## src/rtl/io_bridge_pkg.sv

```systemverilog
// rtl/io_bridge_pkg.sv - shared types and constants for the IO bridge slave-side front end
package io_bridge_pkg;

    // Bridge slave port geometry
    localparam int IO_ADDR_W      = 6;
    localparam int IO_DATA_W      = 32;
    localparam int IO_BURST_W     = 5;

    // Read words that may be reserved but not yet returned; sized to the bridge response FIFO
    localparam int IO_MAX_PENDING = 16;
    localparam int IO_PEND_W      = 5;

    // Burst splitter control states
    typedef enum logic [1:0] {
        IDLE     = 2'd0,
        RD_BURST = 2'd1,
        WR_BURST = 2'd2
    } burst_state_t;

endpackage

```

## src/rtl/io_read_credit_counter.sv

```systemverilog
// rtl/io_read_credit_counter.sv - outstanding read-word counter with reserve, return and floor at zero
module io_read_credit_counter
    import io_bridge_pkg::*;
#(
    parameter int MAX_PENDING = IO_MAX_PENDING,
    parameter int PEND_W      = IO_PEND_W,
    parameter int CNT_W       = IO_BURST_W
) (
    input  logic              slave_clk,
    input  logic              slave_reset_n,
    input  logic              reserve,
    input  logic [CNT_W-1:0]  request_count,
    input  logic              word_returned,
    output logic              has_credit,
    output logic [PEND_W-1:0] pending
);

    logic [31:0] request_total;
    logic [31:0] pending_next;

    // A request fits when the words already in flight plus the new burst stay within the FIFO depth
    always_comb begin
        request_total = 32'(pending) + 32'(request_count);
        has_credit    = (request_total <= 32'(MAX_PENDING));
    end

    // Reserve first, then retire one returned word; a stray return at zero leaves the count at zero
    always_comb begin
        pending_next = 32'(pending);
        if (reserve) begin
            pending_next = pending_next + 32'(request_count);
        end
        if (word_returned && (pending_next != 32'd0)) begin
            pending_next = pending_next - 32'd1;
        end
    end

    // Counter register; cleared with the bridge, which flushes its in-flight words on the same reset
    always_ff @(posedge slave_clk or negedge slave_reset_n) begin
        if (!slave_reset_n) begin
            pending <= '0;
        end else begin
            pending <= PEND_W'(pending_next);
        end
    end

endmodule

```

## src/rtl/io_burst_splitter.sv

```systemverilog
// rtl/io_burst_splitter.sv - splits Avalon-MM bursts into single-word bridge transfers with read credit throttling
module io_burst_splitter
    import io_bridge_pkg::*;
#(
    parameter int ADDR_W      = IO_ADDR_W,
    parameter int DATA_W      = IO_DATA_W,
    parameter int BURST_W     = IO_BURST_W,
    parameter int MAX_PENDING = IO_MAX_PENDING,
    parameter int PEND_W      = IO_PEND_W
) (
    input  logic               slave_clk,
    input  logic               slave_reset_n,
    input  logic [ADDR_W-1:0]  s_address,
    input  logic [BURST_W-1:0] s_burstcount,
    input  logic [3:0]         s_byteenable,
    input  logic               s_read,
    input  logic               s_write,
    input  logic [DATA_W-1:0]  s_writedata,
    output logic               s_waitrequest,
    output logic [DATA_W-1:0]  s_readdata,
    output logic               s_readdatavalid,
    output logic               s_endofpacket,
    output logic [ADDR_W-1:0]  m_address,
    output logic [ADDR_W-1:0]  m_nativeaddress,
    output logic [3:0]         m_byteenable,
    output logic               m_read,
    output logic               m_write,
    output logic [DATA_W-1:0]  m_writedata,
    input  logic               m_waitrequest,
    input  logic [DATA_W-1:0]  m_readdata,
    input  logic               m_readdatavalid,
    input  logic               m_endofpacket
);

    burst_state_t       state;
    burst_state_t       state_next;
    logic [ADDR_W-1:0]  addr_q;
    logic [3:0]         be_q;
    logic [BURST_W-1:0] beats_q;
    logic [BURST_W-1:0] burst_eff;
    logic [PEND_W-1:0]  pending;
    logic               has_credit;
    logic               rd_accept;
    logic               wr_start;
    logic               rd_beat;
    logic               wr_beat;
    logic               last_beat;

    // A zero burstcount is treated as a single word
    assign burst_eff = (s_burstcount == '0) ? BURST_W'(1) : s_burstcount;

    // Read wins over a simultaneous write; the reset term keeps waitrequest high while reset is held
    assign rd_accept = slave_reset_n && (state == IDLE) && s_read && has_credit;
    assign wr_start  = (state == IDLE) && !s_read && s_write;
    assign rd_beat   = (state == RD_BURST) && !m_waitrequest;
    assign wr_beat   = (state == WR_BURST) && s_write && !m_waitrequest;
    assign last_beat = (beats_q == BURST_W'(1));

    io_read_credit_counter #(
        .MAX_PENDING (MAX_PENDING),
        .PEND_W      (PEND_W),
        .CNT_W       (BURST_W)
    ) u_credit (
        .slave_clk     (slave_clk),
        .slave_reset_n (slave_reset_n),
        .reserve       (rd_accept),
        .request_count (burst_eff),
        .word_returned (m_readdatavalid),
        .has_credit    (has_credit),
        .pending       (pending)
    );

    // State register; reset drops any burst in progress at once
    always_ff @(posedge slave_clk or negedge slave_reset_n) begin
        if (!slave_reset_n) begin
            state <= IDLE;
        end else begin
            state <= state_next;
        end
    end

    // Next-state selection: a burst ends on the completion of its last beat
    always_comb begin
        state_next = state;
        case (state)
            IDLE: begin
                if (rd_accept) begin
                    state_next = RD_BURST;
                end else if (wr_start) begin
                    state_next = WR_BURST;
                end
            end
            RD_BURST: begin
                if (rd_beat && last_beat) begin
                    state_next = IDLE;
                end
            end
            WR_BURST: begin
                if (wr_beat && last_beat) begin
                    state_next = IDLE;
                end
            end
            default: state_next = IDLE;
        endcase
    end

    // Fabric/bridge handshakes; a write burst passes data and backpressure straight through
    always_comb begin
        s_waitrequest = 1'b1;
        m_read        = 1'b0;
        m_write       = 1'b0;
        m_writedata   = s_writedata;
        case (state)
            IDLE:     s_waitrequest = !rd_accept;
            RD_BURST: m_read        = 1'b1;
            WR_BURST: begin
                m_write       = s_write;
                s_waitrequest = m_waitrequest;
            end
            default: begin
                s_waitrequest = 1'b1;
            end
        endcase
    end

    // Burst command latch and per-beat address/count stepping; the address wraps at the top of the window
    always_ff @(posedge slave_clk or negedge slave_reset_n) begin
        if (!slave_reset_n) begin
            addr_q  <= '0;
            be_q    <= '0;
            beats_q <= '0;
        end else if (rd_accept || wr_start) begin
            addr_q  <= s_address;
            be_q    <= s_byteenable;
            beats_q <= burst_eff;
        end else if (rd_beat || wr_beat) begin
            addr_q  <= addr_q + ADDR_W'(1);
            beats_q <= beats_q - BURST_W'(1);
        end
    end

    assign m_address       = addr_q;
    assign m_nativeaddress = addr_q;
    assign m_byteenable    = be_q;

    // Read return path: one register stage from the bridge back to the fabric
    always_ff @(posedge slave_clk or negedge slave_reset_n) begin
        if (!slave_reset_n) begin
            s_readdata      <= '0;
            s_readdatavalid <= 1'b0;
            s_endofpacket   <= 1'b0;
        end else begin
            s_readdata      <= m_readdata;
            s_readdatavalid <= m_readdatavalid;
            s_endofpacket   <= m_endofpacket;
        end
    end

endmodule

```

## config.mk

```make
export PLATFORM = sky130hd
export DESIGN_NAME = io_burst_splitter
export DESIGN_NICKNAME = d
export VERILOG_FILES = /design/src/rtl/io_bridge_pkg.sv /design/src/rtl/io_read_credit_counter.sv /design/src/rtl/io_burst_splitter.sv
export SDC_FILE = /design/constraint.sdc
export NUM_CORES = 1
export LEC_CHECK = 0
export CORE_AREA = 2 2 77 108
export DETAILED_ROUTE_END_ITERATION = 6
export DIE_AREA = 0 0 79 110
export PLACE_DENSITY = 0.9
export SETUP_SLACK_MARGIN = 0.05
export SLEW_MARGIN = 40
export SYNTH_ARGS = -nofsm -noshare
export SYNTH_HDL_FRONTEND = slang
export SYNTH_HIERARCHICAL = 1
export SYNTH_SLANG_ARGS = --single-unit
```

## constraint.sdc

```tcl
create_clock -name slave_clk -period 4.1 [get_ports slave_clk]
set_input_delay 0.615 -clock slave_clk [delete_from_list [all_inputs] [get_ports slave_clk]]
set_output_delay 0.615 -clock slave_clk [all_outputs]
set_load 0.03 [all_outputs]
```

==> results.toml <==
[run_status]
status = "complete, no violations"

[synth]
synth_common_cells = "dfrtp_1 (56), buf_4 (39), nand2_1 (20), nor2_1 (20)"
synth.top_cell.area_share = 0.503
synth_area_um2 = 2790
yosys.area.top_type = "dfrtp_1"
synthArstFlopShare = 1.00
synthTopCellsByArea = "dfrtp_1 (50%), buf_4 (11%), ha_1 (4.5%), nand2_1 (2.7%), nor2_1 (2.7%)"
seq_area_frac_synth = 0.503
synth.avg_cell_area_um2 = 11.2
ys_ff_latch = 56
syn_inst = 250
synth_edf_count = 0
yosysUniqueCellTypes = 58
ys_warn_count = 6
synth_nets = 347
synth-main-ff-cell = "dfrtp_1"
yosysMostFrequentCell = "dfrtp_1"

[timing]
setup_tns_ns = 0
slew_headroom = 0.529
post-route-min-period_ns = 4.02
slew_viol_final = 0
skew_ns = 0.00913
finalHoldViolCount = 0
rsz0062_at_grt = "true"
worst_pin_slew_ns = 0.707
fin_ws_ns = 0.0769
fmax_mhz = 249
setup_viol = 0
holdWs_ns = 0.483
finalCritPeriodShare = 0.981

[global_routing]
antenna_found_initial = 0
overflow = 0
grt_pass1_vias = 2344
grt_use_total = 0.167
grt_max_degree = 57
grt_pass1_wl_mm = 11.2

[finish]
fin_nets = 438
area_growth_pct = 44.0
stdcell_area_um2 = 4020
diodes = 0
utilization = 0.521
final_cells = 442
drive_above_1_share = 0.181

[clock_tree]
cts_tree = "yes"
cts.htree.levels = 2
clk-insertion-delay-late_ns = 0.31
clk_path_buf_depth = 2
cts_buffers = 5
cts_sinks = 56
cts-root-buf = "clkbuf_8"
clkTransAtPathRegs_ns = 0.10

[floorplanning]
die_x_um = 79
start_util = 0.362
die_h_um = 110
core_um2 = 7700
rows = 38
io_pins = 171
dieArea_um2 = 8690

[placement]
place_ws_ns = -0.449
gp_congestion = 0.827
hpwl_mm = 5.45
dp_cells = 432
place_area_um2 = 3810
io_buffers = 106

[worst_setup_path]
crit_path_max_fanout = 8
end_kind = "output port"
worstSetupPathType = "input port to output port"
cp_data_arrival_time_ns = 3.41
required_ns = 3.48
worst_setup_path_start_kind = "input port"

[detailed_routing]
first_iter_violations = 143
num_vias = 2211
routed_wl_mm = 7.22
drcViolationCount = 0
vias_per_cell = 5.00
first_pass_iters = 4
final_antenna_net_count = 0
routedWlPerCell_um = 16.3

[power_and_ir_drop]
total_leakage_power_nw = 1.72
peakVddDrop_mv = 0.322
total_power_mw = 2.41
power_density_nw_per_um2 = 601

[run]
max_cap_viol_count = 0

[worst_hold_path]
hp-class = "flip-flop to flip-flop"
[path summary, 6_finish.rpt]
check                                    startpoint                   to  slack, ns  cells after the start
worst min-delay path                m_byteenable[0]      m_byteenable[0]       0.48                      2
worst max-delay path                s_burstcount[0]        s_waitrequest       0.08                     17
min in group asynchronous             slave_reset_n      m_byteenable[1]       0.54                      2
worst min register to register      m_byteenable[0]      m_byteenable[0]       0.48                      2
max in group asynchronous             slave_reset_n       s_readdata[27]       3.10                      2
worst max register to register  u_credit/pending[2]  u_credit/pending[1]       0.57                     16
[sequential cells by signal (all words and copies together) (netlist names)]
name and cells:
m_byteenable 4, s_readdata 32, beats_q 5, s_readdatavalid 1
m_address 6, state 2, s_endofpacket 1, u_credit/pending 5
[worst max-delay path, cell delays in order]
cell and delay, ns:
clkdlybuf4s50_1 0.41, inv_2 0.09, o41ai_4 0.08, ha_2 0.19
buf_4 0.12, buf_4 0.13, a21o_4 0.22, a2111oi_4 0.29
a21boi_1 0.12, a2bb2oi_2 0.14, nor2_1 0.17, and3_4 0.23
and2_4 0.18, buf_12 0.12, buf_6 0.10, nor2_4 0.03
buf_6 0.14
[where the power goes]
group	internal, mW	total, mW	leakage (nW)	switching, mW
logic	0.617	1.31	1.01	0.694
registers	0.672	0.794	0.659	0.122
clock network	0.123	0.307	0.0485	0.184
total	1.41	2.41	1.72	1.00
[final cells by class]
cell class	instances	area, µm²
tap	100	125
clock buffer	5	68.8
inverter	10	37.5
multi-input combinational	137	1100
fill	677	3690
timing repair buffer	131	1260
sequential	56	1400
clock inverter	3	22.5
[cell usage in the layout (no fill, tap or decap), types with 3 or more instances in the layout]
master             n
a221o_1            3
a21o_1             4
xnor2_1            3
clkdlybuf4s50_1  100
o21ai_0            5
nor2_1            18
nand2_1           19
o21bai_1           3
dlygate4sd2_1      4
buf_4             23
clkbuf_8           5
mux2i_1            3
nand3_1            4
dfrtp_1           56
inv_1              9
ha_1               9
a21oi_1            7
[cell families after synthesis]
logic type | after synthesis | synth area share
simple gates | 65 | 0.124
buf+inv | 57 | 0.135
flops | 56 | 0.503
compound gates | 51 | 0.151
fa+ha+maj | 11 | 0.0521
mux | 6 | 0.0229
xor+xnor | 4 | 0.0126
[per-layer routing]
| metal | GRT usage | routed length, µm | vias to the layer above |
|---|---|---|---|
| met1 | 0.158 | 2420 | 1082 |
| met3 | 0.0432 | 432 | 27 |
| met2 | 0.335 | 4150 | 88 |
| li1 | - | - | 1014 |
| met5 | 0 | 0 | - |
| met4 | 0.0677 | 214 | 0 |
[what timing repair did]
| item | in CTS | in global routing |
|---|---|---|
| pin swaps | 3 | 10 |
| endpoints found under the setup margin | 6 | 6 |
| setup buffers | 1 | 1 |
| hold endpoints to repair | 0 | 0 |
| hold buffers | 0 | 0 |
| resized for setup | 19 | 9 |
No activity file was read; power rests on OpenSTA's default activity.
